===== config.mk =====
export PLATFORM = sky130hd
export DESIGN_NAME = adc_i2s_tx
export DESIGN_NICKNAME = d
export VERILOG_FILES = /design/src/rtl/adc_i2s_tx.sv
export SDC_FILE = /design/constraint.sdc
export NUM_CORES = 1
export LEC_CHECK = 0
export BUFFER_PORTS_ARGS = -buffer_cell sky130_fd_sc_hd__buf_4
export CORE_ASPECT_RATIO = 1.75
export CORE_MARGIN = 3
export CORE_UTILIZATION = 35
export DETAILED_ROUTE_END_ITERATION = 8
export SLEW_MARGIN = 15
export SYNTH_ARGS = -nofsm -noshare
export SYNTH_HDL_FRONTEND = slang
export SYNTH_SLANG_ARGS = --single-unit
export TNS_END_PERCENT = 10

===== constraint.sdc =====
create_clock -name clk -period 3.45 [get_ports clk]
set_clock_uncertainty 0.2 [all_clocks]
set_input_delay 0.345 -clock clk [delete_from_list [all_inputs] [get_ports clk]]
set_output_delay 0.345 -clock clk [all_outputs]
set_load 0.005 [all_outputs]

===== src/rtl/adc_i2s_tx.sv =====
// adc_i2s_tx: buffers decimated ADC samples in a small FIFO and streams them as a mono I2S frame
// (sample duplicated in left and right slots); this block is the I2S master and derives sck from clk.
module adc_i2s_tx #(
   parameter int ADC_BITLEN = 24,
   parameter int SLOT_BITS  = 32,
   parameter int BCLK_DIV   = 2,
   parameter int FIFO_DEPTH = 4
) (
   input  logic                        clk,
   input  logic                        rst,
   input  logic [ADC_BITLEN-1:0]       adc_output,
   input  logic                        adc_valid,
   output logic                        i2s_sck,
   output logic                        i2s_ws,
   output logic                        i2s_sd,
   output logic [$clog2(FIFO_DEPTH):0] fifo_level,
   output logic                        overflow,
   output logic                        underrun
);
   localparam int FRAME = 2 * SLOT_BITS;
   localparam int CW = $clog2(FRAME);
   localparam int DW = BCLK_DIV > 1 ? $clog2(BCLK_DIV) : 1;
   localparam int AW = $clog2(FIFO_DEPTH);
   localparam int LW = AW + 1;

   logic [DW-1:0]         div_cnt;
   logic [CW-1:0]         c, c_nxt, j;
   logic [ADC_BITLEN-1:0] hold, sh;
   logic [ADC_BITLEN-1:0] mem [FIFO_DEPTH];
   logic [AW-1:0]         wr_ptr, rd_ptr;
   logic                  wrap, fall, frame_start, empty, full, pop, push, ws_nxt, sd_nxt;

   // The bit sent at position c_nxt uses k = c_nxt-1, which is simply the current c.
   always_comb begin
      wrap = div_cnt == DW'(BCLK_DIV - 1);
      fall = wrap & i2s_sck;
      c_nxt = (c == CW'(FRAME - 1)) ? '0 : c + CW'(1);
      frame_start = fall & (c_nxt == '0);
      empty = fifo_level == '0;
      full = fifo_level == LW'(FIFO_DEPTH);
      pop = frame_start & ~empty;
      push = adc_valid & (~full | pop);
      j = (c >= CW'(SLOT_BITS)) ? c - CW'(SLOT_BITS) : c;
      sh = hold << j;
      sd_nxt = (j < CW'(ADC_BITLEN)) & sh[ADC_BITLEN-1];
      ws_nxt = c_nxt >= CW'(SLOT_BITS);
   end

   always_ff @(posedge clk or posedge rst) begin
      if (rst) begin
         div_cnt <= '0;
         i2s_sck <= 1'b0;
         c <= '0;
         i2s_ws <= 1'b0;
         i2s_sd <= 1'b0;
         hold <= '0;
         rd_ptr <= '0;
         wr_ptr <= '0;
         fifo_level <= '0;
         overflow <= 1'b0;
         underrun <= 1'b0;
      end else begin
         div_cnt <= wrap ? '0 : div_cnt + DW'(1);
         if (wrap) i2s_sck <= ~i2s_sck;
         if (fall) begin
            c <= c_nxt;
            i2s_ws <= ws_nxt;
            i2s_sd <= sd_nxt;
         end
         if (pop) begin
            hold <= mem[rd_ptr];
            rd_ptr <= rd_ptr + AW'(1);
         end
         if (push) wr_ptr <= wr_ptr + AW'(1);
         fifo_level <= fifo_level + LW'(push) - LW'(pop);
         overflow <= adc_valid & full & ~pop;
         underrun <= frame_start & empty;
      end
   end

   // Storage needs no reset: the pointers and level define which entries are live.
   always_ff @(posedge clk)
      if (push) mem[wr_ptr] <= adc_output;
endmodule


==> results of run 1 <==
[cell usage after synthesis (4+ instances only)]
library cell	n	share of area
dfrtp_1	43	0.19
inv_1	9	0.0059
o21ai_0	5	0.0044
nand2_1	14	0.0092
xnor2_1	5	0.0076
nor2_1	10	0.0065
buf_2	5	0.0044
mux2_2	6	0.012
ha_1	9	0.020
mux2_4	18	0.047
edfxtp_1	96	0.50
nor2b_1	4	0.0044
clkbuf_1	5	0.0033
xor2_1	4	0.0061
mux4_2	30	0.12
[registers in the layout (all words and copies together), names as in the netlist]
| register | flops |
|---|---|
| mem | 96 |
| hold | 24 |
| c | 6 |
| fifo_level | 3 |
| rd_ptr | 2 |
| wr_ptr | 2 |
| div_cnt | 1 |
| i2s_sck | 1 |
| i2s_sd | 1 |
| i2s_ws | 1 |
| overflow | 1 |
| underrun | 1 |
[power by group through the flow]
stage / clock network, mW / logic [mW] / registers [mW]
3_3_place_gp: 0 / 0.509 / 2.17
5_1_grt: 1.95 / 0.603 / 2.18
3_5_place_dp: 0 / 0.530 / 2.19
4_1_cts: 1.87 / 0.554 / 2.16
6_report: 1.82 / 0.535 / 2.16
2_1_floorplan: 0 / 0.300 / 2.17
[what timing repair did]
action,4_1_cts,5_1_grt
endpoints found under the hold margin,110,0
setup buffers,0,0
hold buffers,25,0
[worst max path at each step]
stage / from / cells past startpoint / end
final: c[3] / 11 / fifo_level[2]
after floorplan: c[0] / 13 / fifo_level[2]
after detailed placement: c[3] / 11 / fifo_level[2]
after global placement: i2s_sck / 11 / fifo_level[2]
after global routing: i2s_sck / 11 / fifo_level[2]
after CTS: c[3] / 11 / fifo_level[2]
[worst max-delay path, cell delays in order, from the launching register on]
cell and delay, ps:
dfrtp_1 570, nand3_2 130, o21ai_0 250, and4_1 410
a21boi_0 160, nand2b_1 170, ha_1 280, inv_1 40
ha_1 180, fa_1 380, xor2_1 160, xnor2_1 130
[final cells by class]
| class | count | area [um^2] | share of cell area |
|---|---|---|---|
| clock buffers | 19 | 433 | 0.0613 |
| multi-input cells | 140 | 1630 | 0.230 |
| clock inverters | 13 | 166 | 0.0236 |
| well taps | 189 | 236 | 0.0335 |
| inverters | 9 | 33.8 | 0.00478 |
| repair buffers | 71 | 608 | 0.0861 |
| flip-flops and latches | 139 | 3960 | 0.560 |
[layer usage]
layer,wire [um],vias to the layer above,GRT usage
met5,0,-,0
met4,198,0,0.0513
met3,283,16,0.0326
met2,5660,50,0.221
met1,4000,1523,0.138
li1,-,1327,-
[per-stage QoR]
stage          power (mW)  utilization
2_1_floorplan        2.47            -
4_1_cts              4.58        0.443
3_5_place_dp         2.72        0.390
5_1_grt              4.73        0.443
6_report             4.51        0.443
3_3_place_gp         2.68        0.390
[cells by family (layout without fill, tap and decap cells)]
kind of cell               count (synthesis)  after routing
muxes                                     56             56
buffers and inverters                     26            112
xor gates and xnor gates                   9              9
AOI/OAI and AO/OA                         20             20
DFF                                      139            139
adders and majority gates                 10             10
and+or+nand+nor                           45             45
==> results.md, run 1 <==
* GP Congestion at 0.806
* Area growth from synthesis to layout at 23.1%
* CTS clock-pin slew for the worst setup and hold paths at 60 ps
* Initial antenna violation count at 0
* Power share of the clock group at 0.404
* CTS tree: built
* CTS buffer count at 17
* Total vias in the final route at 2916
* Max-Slew Margin vs Limit at 0.629
* Synth Flop Type: edfxtp_1
* Data arrival, critical path at 3260 ps
* P_leak at 2.68 nW
* N_diodes at 0
* Die footprint at 18000 um^2
* Placed insts at 523
* Worst VDD drop at 319 uV
* GRT Util Overall at 0.124
* Max_cap viols at 0
* Asr flop ratio synth at 0.309
* Total negative slack at 0 ps
* Synth Area in Compound Gates at 0.0242
* Switch share at 0.236
* Share of layout cells above drive strength 1 at 0.348
* Largest family of logic cells by synthesized area: multiplexers
* # DRC at 0
* # setup viols final at 0
* WL/cell at 17.5 um
* Pint at 3.45 mW
* Mux contribution to synthesized area at 0.180
* Nets@finish at 415
* R2R cell count at 11
* Minimum clock period after layout at 3170 ps
* # resized after CTS at 0
* Initial DRC Count at 155
* F_max at 0.316 GHz
* Global-route wire length before repair at 16.8 mm
* Clock sinks at 139
* Avg Cell Area, Syn at 18.8 um^2
* Worst hold slack at 32.9 ps
* Post-Syn Nets at 342
* Worst-Skew Late Latency at 410 ps
* Crit path capture type: register
* Number of synthesized flops with an enable pin at 96
* Final Hold Fails at 0
* Register bit total from synthesis at 139
* Slew Viols, Final at 0
* Fill cell count at 1345
* Cell variety after synth at 44
* Final ANT Viol Nets at 0
* Fin area at 7060 um^2
* Dpl ws at 322 ps
* RSZ-0062 raised after global routing: false
* CP Max Fanout at 11
* Final worst slack at 282 ps
* Initial Util at 0.360
* FF-to-FF End: fifo_level[2]
* CTS root buf: clkbuf_16
* Clock Path Buffers at 2
* Critical setup path kind: reg2reg
* Vias in the first global route at 3171
* Combinational fraction of design power at 0.119
* Post-Synth Simple-Gate Area at 0.0408
* Core Area at 16000 um^2
* Power Density at 639 nW/um^2
* I/O pin count at 35
* Hold Crit Class: in2reg
* Most common cell after layout, fill and taps aside: edfxtp_1
* Synth Instances at 305
* Status: finished clean
* Worst hold stages at 2
* Switching pwr at 1.07 mW
* Netlist Area Pre-Place at 5740 um^2
* Pin count of the biggest net entering global routing at 30
* Fin crit share at 0.918
* Drt first pass iters at 6
* Commonest cells after routing, fill and taps aside: edfxtp_1 (96), buf_4 (45), dfrtp_1 (43)
* Post-synthesis sequential area ratio at 0.690
* Total gr overflow at 0
* Cell Rows at 61
* Vias/cell at 5.03
* Worst Min Path Start: adc_valid
* Synth Area in XOR/XNOR at 0.0137
* Die span in x at 103 um
* CTS H-Tree Depth at 4
* R2r setup slk at 280 ps
* Worst r2r src: c[3]
* Fraction of the mapped netlist area in adder cells at 0.0231
* Dpl hpwl at 6.66 mm
* Hold Path End: overflow
* Slew @ Worst Pin at 552 ps
* Placed Area at 6210 um^2
* Die H at 175 um
* Routed WL at 10.1 mm
* CP required at 3540 ps
* Flop pwr share at 0.478
* Final cell count without fillers at 580
* I/O Buffers at 34
* Startpoint Class: register
* Yosys Warn Count at 0
Note: power is estimated with default switching activity, not from simulation.
==> run 2, diff against run 1 <==
- CORE_UTILIZATION: 35 -> 60
- PLACE_DENSITY: not set -> 0.79
==> run 2 against run 1 <==
Compared with the run above:
- largest power group unchanged
- clock power rose by 9%
- die area fell by 40%
- register-to-register slack improved by 40 ps
- first-iteration DRC count rose by 14%
- global-route usage rose by 10 points
- total power rose by 4.4%
- critical path type unchanged
- final area fell by 0.46%
- sequential cell count did not move
- combinational power rose by 2%
==> results.md, run 2 (synthesis results as in run 1) <==
* Power share of the clock group at 0.423 (+0.019)
* Final cell count without fillers at 510 (-12%)
* Most common cell after layout, fill and taps aside: edfxtp_1
* Largest register by flop count: mem
* CTS tree: built
* Slew @ Worst Pin at 778 ps (+226 ps)
* Initial antenna violation count at 0 (unchanged)
* Area growth from synthesis to layout at 22.5%
* Die footprint at 10800 um^2 (-40%)
* CTS H-Tree Depth at 4 (unchanged)
* Nets@finish at 415 (unchanged)
* # DRC at 0 (unchanged)
* Slew Viols, Final at 0 (unchanged)
* Startpoint Class: register
* Power Density at 670 nW/um^2 (+4.8%)
* CTS clock-pin slew for the worst setup and hold paths at 60 ps (about the same)
* Total vias in the final route at 2966 (+1.7%)
* Worst VDD drop at 716 uV (+120%)
* Cell Rows at 46 (-25%)
* Initial DRC Count at 177 (+14%)
* Die span in x at 79.9 um (-22%)
* Routed WL at 11.0 mm (+8.1%)
* I/O Buffers at 34 (unchanged)
* Commonest cells after routing, fill and taps aside: edfxtp_1 (96), buf_4 (45), dfrtp_1 (43)
* Global-route wire length before repair at 17.6 mm (+5.0%)
* Combinational fraction of design power at 0.116 (-0.003)
* P_leak at 2.71 nW (+1.2%)
* Vias/cell at 5.82 (+16%)
* CP Max Fanout at 11 (unchanged)
* Vias in the first global route at 3223 (+1.6%)
* Hold Crit Class: in2reg
* Placed insts at 454 (-13%)
* Max-Slew Margin vs Limit at 0.478 (-0.152)
* Initial Util at 0.623 (+0.263)
* Pint at 3.66 mW (+6.0%)
* Power consumption at 4.71 mW (+4.4%)
* CP required at 3540 ps (about the same)
* Crit path capture type: register
* Final ANT Viol Nets at 0 (unchanged)
* Switching pwr at 1.05 mW (-1.1%)
* Clock Path Buffers at 2 (unchanged)
* N_diodes at 0 (unchanged)
* Total gr overflow at 0 (unchanged)
* Clock sinks at 139 (unchanged)
* Data arrival, critical path at 3220 ps (-40 ps)
* Pin count of the biggest net entering global routing at 26 (-13%)
* # resized after CTS at 0 (unchanged)
* Total negative slack at 0 ps (unchanged)
* Share of layout cells above drive strength 1 at 0.349 (+0.000892)
* Die H at 135 um (-23%)
* Final Hold Fails at 0 (unchanged)
* Flop pwr share at 0.462 (-0.016)
* GRT Util Overall at 0.229 (+0.105)
* Max reg flops at 96 (unchanged)
* Critical setup path kind: reg2reg
* CTS root buf: clkbuf_16
* Dpl hpwl at 6.09 mm (-8.4%)
* # setup viols final at 0 (unchanged)
* Worst hold slack at 27.5 ps (-5.40 ps)
* F_max at 0.319 GHz (+1.2%)
* Core Area at 9210 um^2 (-42%)
* CTS buffer count at 17 (unchanged)
* Drt first pass iters at 4 (-2)
* Largest regs: mem x96, hold x24, c x6
* Post-CTS Repair Setup Buffers at 0 (unchanged)
* Fin crit share at 0.908 (-0.0107)
* I/O pin count at 35 (unchanged)
* Status: finished clean
* Switch share at 0.224 (-0.0123)
* # hold bufs at CTS at 25 (unchanged)
* Max_cap viols at 0 (unchanged)
* GP Congestion at 0.872 (+8.2%)
* Minimum clock period after layout at 3130 ps (-36.8 ps)
* RSZ-0062 raised after global routing: false
* Worst-Skew Late Latency at 410 ps (about the same)
* WL/cell at 21.5 um (+23%)
==> run 2: cell count changes in the layout (fill, tap and decap cells not counted), sizes merged <==
| cell | before | now |
|---|---|---|
| clkbuf | 19 | 18 |
| inv | 11 | 8 |
| clkinvlp | 2 | 1 |
| bufinv | 3 | 6 |
| clkinv | 6 | 7 |
==> run 2: critical path, cell delays in order, from the launching register on <==
cell      delay (ps)
dfrtp_1          580
nand3_2          150
o21ai_0          240
and4_1           360
a21boi_0         140
nand2b_1         170
ha_1             270
inv_1             40
ha_1             190
fa_1             380
xor2_1           160
xnor2_1          130
==> run 2: worst paths after layout <==
path	from	slack, ps	cells after the start	end
min in group asynchronous	rst	350	3	overflow
max reg2reg	c[3]	320	11	fifo_level[2]
max	c[3]	320	11	fifo_level[2]
max in group asynchronous	rst	1980	4	hold[0]
min	adc_valid	30	2	overflow
min reg2reg	div_cnt	290	1	div_cnt
==> run 2: metal layers <==
metal | track usage | part of all wire | up-vias
met5 | 0 | 0 | -
met4 | 0.0799 | 0.022 | 0
met3 | 0.0619 | 0.038 | 19
met2 | 0.392 | 0.56 | 75
met1 | 0.279 | 0.38 | 1549
li1 | - | - | 1323
==> run 2: layout make-up <==
| type | count | area (um^2) |
|---|---|---|
| well taps | 120 | 150 |
| inverters | 9 | 33.8 |
| clock inverters | 13 | 224 |
| multi-input cells | 140 | 1630 |
| repair buffers | 71 | 608 |
| clock buffers | 18 | 429 |
| flip-flops and latches | 139 | 3960 |
| fillers | 510 | 2180 |
==> run 2: metrics by stage <==
step                       util  area (um^2)  worst slack (ps)
after CTS                 0.764         7030               321
after detailed placement  0.665         6130               349
after floorplan               -         5740               398
final                     0.764         7030               318
after global placement    0.665         6130               479
after global routing      0.764         7030              89.2
==> run 2: power by group through the flow <==
| stage | clock network, mW | logic, mW | registers [mW] |
|---|---|---|---|
| floorplan | 0 | 0.300 | 2.17 |
| finish | 1.99 | 0.544 | 2.17 |
| global placement | 0 | 0.498 | 2.17 |
| CTS | 2.01 | 0.549 | 2.17 |
| global route | 2.08 | 0.597 | 2.19 |
| detailed placement | 0 | 0.519 | 2.19 |
